<file path="config.mk">
export PLATFORM = sky130hd
export DESIGN_NAME = rpm_gate_sequencer
export DESIGN_NICKNAME = d
export VERILOG_FILES = /design/src/rtl/rpm_gate_sequencer.sv
export SDC_FILE = /design/constraint.sdc
export NUM_CORES = 1
export LEC_CHECK = 0
export CORE_MARGIN = 2
export CORE_UTILIZATION = 61
export CTS_CLUSTER_SIZE = 24
export DETAILED_ROUTE_END_ITERATION = 7
export PLACE_DENSITY = 0.9
export SYNTH_ARGS = -nofsm -noshare
export SYNTH_HDL_FRONTEND = slang
export SYNTH_SLANG_ARGS = --single-unit
</file>
<file path="constraint.sdc">
create_clock -name clk50M -period 3.7 [get_ports clk50M]
set_input_delay 0.74 -clock clk50M [delete_from_list [all_inputs] [get_ports clk50M]]
set_output_delay 0.74 -clock clk50M [all_outputs]
set_load 0.02 [all_outputs]
</file>
<file path="src/rtl/rpm_gate_sequencer.sv">
// Counts conditioned blip pulses over a fixed gate window and converts each
// window count to RPM with a serial restoring divider behind a valid/ready port.
module rpm_gate_sequencer #(
    parameter int unsigned GATE_CYCLES   = 50000000,
    parameter int unsigned GATES_PER_SEC = 1,
    parameter int unsigned BLIPS_PER_REV = 80
) (
    input  logic        clk50M,
    input  logic        reset_n,
    input  logic        enable,
    input  logic        blips,
    output logic [15:0] rpm,
    output logic [7:0]  rpm_phone,
    output logic        rpm_valid,
    input  logic        rpm_ready,
    output logic        overrun,
    output logic        busy
);
    localparam int unsigned   GW        = $clog2(GATE_CYCLES);
    localparam logic [GW-1:0] GATE_LAST = GW'(GATE_CYCLES - 1);
    localparam logic [31:0]   NUM_SCALE = 32'(60 * GATES_PER_SEC);
    localparam logic [16:0]   DIVISOR   = 17'(BLIPS_PER_REV);

    typedef enum logic [2:0] {S_IDLE, S_GATE, S_LOAD, S_DIV, S_PUBLISH} state_t;
    state_t state, state_nx;

    logic [2:0]    blip_sync;
    logic          blip_edge;
    logic [GW-1:0] gate_cnt;
    logic          window_end;
    logic [15:0]   blip_cnt;
    logic [15:0]   blip_next;
    logic [15:0]   snap;
    logic [31:0]   quo;
    logic [15:0]   rem;
    logic [16:0]   trial;
    logic          trial_ge;
    logic [4:0]    bit_cnt;
    logic [15:0]   rpm_sat;
    logic [7:0]    phone_sat;
    logic          publish;

    // blip_sync[1] is the synchronized level, blip_sync[2] its previous value
    assign blip_edge  = blip_sync[1] & ~blip_sync[2];
    assign window_end = enable && (gate_cnt == GATE_LAST);
    assign blip_next  = (blip_cnt == 16'hFFFF) ? 16'hFFFF : blip_cnt + 16'(blip_edge);
    assign trial      = {rem, quo[31]};
    assign trial_ge   = (trial >= DIVISOR);
    assign rpm_sat    = (|quo[31:16]) ? 16'hFFFF : quo[15:0];
    assign phone_sat  = (|rpm_sat[15:9]) ? 8'hFF : rpm_sat[8:1];

    always_ff @(posedge clk50M or negedge reset_n) begin
        if (!reset_n) begin
            state <= S_IDLE;
        end else begin
            state <= state_nx;
        end
    end

    always_comb begin
        state_nx = state;
        busy     = 1'b0;
        publish  = 1'b0;
        if (!enable) begin
            state_nx = S_IDLE;
        end else begin
            case (state)
                S_IDLE:    state_nx = S_GATE;
                S_GATE:    if (window_end) state_nx = S_LOAD;
                S_LOAD:    state_nx = S_DIV;
                S_DIV:     if (bit_cnt == 5'd31) state_nx = S_PUBLISH;
                S_PUBLISH: state_nx = S_GATE;
                default:   state_nx = S_IDLE;
            endcase
            publish = (state == S_PUBLISH);
        end
        busy = (state == S_LOAD) || (state == S_DIV) || (state == S_PUBLISH);
    end

    // Gate and blip counters run in every enabled state so windows abut
    always_ff @(posedge clk50M or negedge reset_n) begin
        if (!reset_n) begin
            blip_sync <= '0;
            gate_cnt  <= '0;
            blip_cnt  <= '0;
            snap      <= '0;
        end else begin
            blip_sync <= {blip_sync[1:0], blips};
            if (!enable) begin
                gate_cnt <= '0;
                blip_cnt <= '0;
            end else if (window_end) begin
                gate_cnt <= '0;
                blip_cnt <= '0;
                snap     <= blip_next;
            end else begin
                gate_cnt <= gate_cnt + 1'b1;
                blip_cnt <= blip_next;
            end
        end
    end

    always_ff @(posedge clk50M or negedge reset_n) begin
        if (!reset_n) begin
            quo     <= '0;
            rem     <= '0;
            bit_cnt <= '0;
        end else if (!enable) begin
            quo     <= '0;
            rem     <= '0;
            bit_cnt <= '0;
        end else begin
            case (state)
                S_LOAD: begin
                    quo     <= 32'(snap) * NUM_SCALE;
                    rem     <= '0;
                    bit_cnt <= '0;
                end
                S_DIV: begin
                    quo     <= {quo[30:0], trial_ge};
                    rem     <= trial_ge ? 16'(trial - DIVISOR) : trial[15:0];
                    bit_cnt <= bit_cnt + 1'b1;
                end
                default: ;
            endcase
        end
    end

    // A publish always wins over acceptance; overrun only if the old result was unread
    always_ff @(posedge clk50M or negedge reset_n) begin
        if (!reset_n) begin
            rpm       <= '0;
            rpm_phone <= '0;
            rpm_valid <= 1'b0;
            overrun   <= 1'b0;
        end else if (publish) begin
            rpm       <= rpm_sat;
            rpm_phone <= phone_sat;
            rpm_valid <= 1'b1;
            if (rpm_valid && !rpm_ready) overrun <= 1'b1;
        end else if (rpm_valid && rpm_ready) begin
            rpm_valid <= 1'b0;
        end
    end

endmodule

</file>
==> metrics <==
leakage 4.26 nW; GR peak layer met2; Area Overhead vs Synth 14.1%; Rows between 40 and 50; Die Footprint approximately 14,000 sq um; peak supply drop between 0.0003 and 0.0004 V; clk sink count around 140; largest net degree at the start of global routing 79; met2 usage in global routing about 44%; unrepaired setup endpoints after global routing false; area of the core 12,700 sq um; register area between 3000 and 4000 sq um; Max Slew Vio Count 0; Routed WL approximately 17,000 um; Cell Area, Synth 8020 sq um; critical path class reg -> reg; share of cells above drive strength 1 under 10%; Synth Instances 824; first-pass GRT wire length between 20,000 and 30,000 um; post-synthesis sequential area ratio about 45%; Vert. Die Dim roughly 120 um; min Tclk post-route around 3500 ps; Non-Filler Instances 1,032; fin crit share 95.1%; clk_skew about 9 ps; ANT nets after route 0; number of synthesized flops with an enable pin 0; CTS tree built; GR Util met1 between 30% and 40%; CP delay by family, top adder cells; critical path, cell by cell inv_1, fa_1, fa_1, inv_1, ha_1, a21oi_1, nor2_1, a2111oi_4, o31ai_4, a221oi_2, xnor2_1, a21oi_1; Finished Cell Area roughly 9100 sq um; initial core utilization approximately 63%; die width 119 um; cts hold-fix bufs 0; Total GRT Usage around a quarter; Multi-input gate area 4080 sq um; Post-Place Cell Area ~8500 sq um; #FFs+latches synth 143; Ports 32; Worst Path Required 4000 ps; Layout Nets about 910; CP max FO 4; initial antenna violation count 0; vias around 6,000; Reg clk slew, reported paths 60 ps; slowest cell delay on critical path about 520 ps; vias per inst approximately 5.8; final hold vios 0; met3 usage in global routing 5.98%; CP Capture Type flop; FILL cells ~840; worst-skew pair later-pin latency roughly 430 ps; fmax between 200 and 300 MHz; Final Setup Violations 0; input/output buffers 31; dpl cells ~1,000; Syn Area/Cell 9.73 sq um; Setup Buffers After CTS 0; outcome finished clean; Detailed Route Iter0 Violations ~580; CTS Buffer Depth 2; vias in the first global route between 6,000 and 7,000; Slew headroom 36.7%; Hold Crit Class in -> async; DP HPWL 10,900 um; Power Density roughly 380 nW/um^2; Yosys Warn Count 0; MaxCap Viol Count 0; CTS Buf Count 17; Antenna Cells 0; Buf+Inv Stages, Crit Path 2; CP max-delay cell fa_1; GRT overflow 0; DR pass1 iterations 5; Fin Setup TNS 0 ps; drc violations 0; worst-margin pin slew about 940 ps; Syn Nets 888; post-synth cell types 57; DR WL/cell between 15 and 20 um; GPL Wtd Cong around 0.84; Worst setup SP type flop; H-Tree Level Count 4; FFs w/ async S/R, synth 100%; Worst EP arrival around 3800 ps; top_reg_cell synth dfrtp_1; CTS root buf clkbuf_16
==> registers in the layout (all words and copies together), names as in the netlist <==
register   cells
quo           32
gate_cnt      26
blip_cnt      16
rem           16
rpm           16
snap          16
rpm_phone      8
bit_cnt        5
blip_sync      3
state          3
overrun        1
rpm_valid      1
==> metrics by stage <==
step / hold WS [ps] / setup slack [ps] / util (%) / power [mW]
final: 292 / 180 / 71.9 / 3.50
after global routing: 339 / 24.7 / 71.9 / 3.61
after CTS: 315 / 139 / 71.7 / 3.52
after detailed placement: 336 / 131 / 66.6 / 1.68
after global placement: 335 / 228 / 66.6 / 1.68
after floorplan: 331 / 350 / - / 1.64
==> repair_timing <==
item                       in CTS  in global routing
setup endpoints to repair       0                  5
hold endpoints to repair        0                  0
gates resized for setup         0                 10
==> cell usage after synthesis, types with 6 or more instances <==
library cell / instances / area, sq um
o211ai_1: 9 / 67.6
nand2_1: 72 / 270
inv_1: 64 / 240
nand4_1: 9 / 56.3
and3_1: 13 / 81.3
fa_1: 29 / 581
nor4_1: 11 / 68.8
o211a_1: 9 / 90.1
a21o_1: 7 / 52.6
mux2i_1: 6 / 60.1
ha_1: 30 / 375
dfrtp_1: 143 / 3580
o22a_1: 8 / 70.1
a22o_1: 19 / 166
clkbuf_1: 25 / 93.8
nand3_1: 29 / 145
nor2_1: 116 / 435
o21ai_1: 24 / 120
o21ai_0: 20 / 100
nand2b_1: 8 / 50.1
a21oi_1: 43 / 215
xor2_1: 28 / 245
xnor2_1: 34 / 298
==> layout make-up <==
type	count	area share, %
clock buffer	20	5.10
clock inverter	12	2.01
inverter	64	2.63
multi-input combinational	582	44.6
sequential	143	39.1
tap	172	2.35
timing repair buffer	39	4.20
==> report_power, final <==
part | internal, mW | switching [mW] | leakage, nW
clock network | 1.18 | 0.669 | 0.301
logic | 0.0162 | 0.0594 | 1.98
registers | 1.57 | 0.00450 | 1.98
==> placed cells by master (no fill, tap or decap), types with 20 or more instances in the layout <==
| cell type | n |
|---|---|
| a21oi_1 | 42 |
| inv_1 | 58 |
| o21ai_1 | 24 |
| dfrtp_1 | 143 |
| xnor2_1 | 34 |
| nand2_1 | 72 |
| ha_1 | 30 |
| nor2_1 | 116 |
| o21ai_0 | 20 |
| clkdlybuf4s50_1 | 30 |
| fa_1 | 29 |
| xor2_1 | 28 |
| nand3_1 | 29 |
==> path summary, 6_finish.rpt <==
path | from | endpoint | slack [ps] | cells after the start
hold reg to reg | blip_sync[0] | blip_sync[1] | 350 | 0
setup reg to reg | snap[5] | quo[19] | 180 | 12
hold / removal | reset_n | blip_cnt[1] | 290 | 1
min in group clk50M | blip_sync[0] | blip_sync[1] | 350 | 0
max in group asynchronous | reset_n | rem[6] | 2590 | 2
setup / recovery | snap[5] | quo[19] | 180 | 12
==> worst reg2reg max path, stage by stage (launching register included) <==
cell	delay, ps
dfrtp_1	380
inv_1	210
fa_1	490
fa_1	520
inv_1	40
ha_1	340
a21oi_1	240
nor2_1	110
a2111oi_4	340
o31ai_4	170
a221oi_2	310
xnor2_1	170
a21oi_1	90
==> metal layers <==
layer / vias up / part of all wire (%)
li1: 2848 / -
met1: 2965 / 42
met2: 179 / 51
met3: 30 / 4.3
met4: 0 / 2.0
met5: - / 0
==> kinds of logic (layout without fill, tap and decap cells) <==
| group | Yosys count | in the layout | share of synthesized area [%] |
|---|---|---|---|
| AND/OR/NAND/NOR | 292 | 292 | 17.1 |
| XOR/XNOR | 62 | 62 | 6.77 |
| AO/OA/AOI/OAI | 163 | 163 | 13.9 |
| multiplexers | 6 | 6 | 0.749 |
| flip-flops | 143 | 143 | 44.6 |
| adder cells (fa/ha/maj) | 59 | 59 | 11.9 |
| buffers and inverters | 99 | 135 | 4.94 |
(Power assumes the default switching activity.)
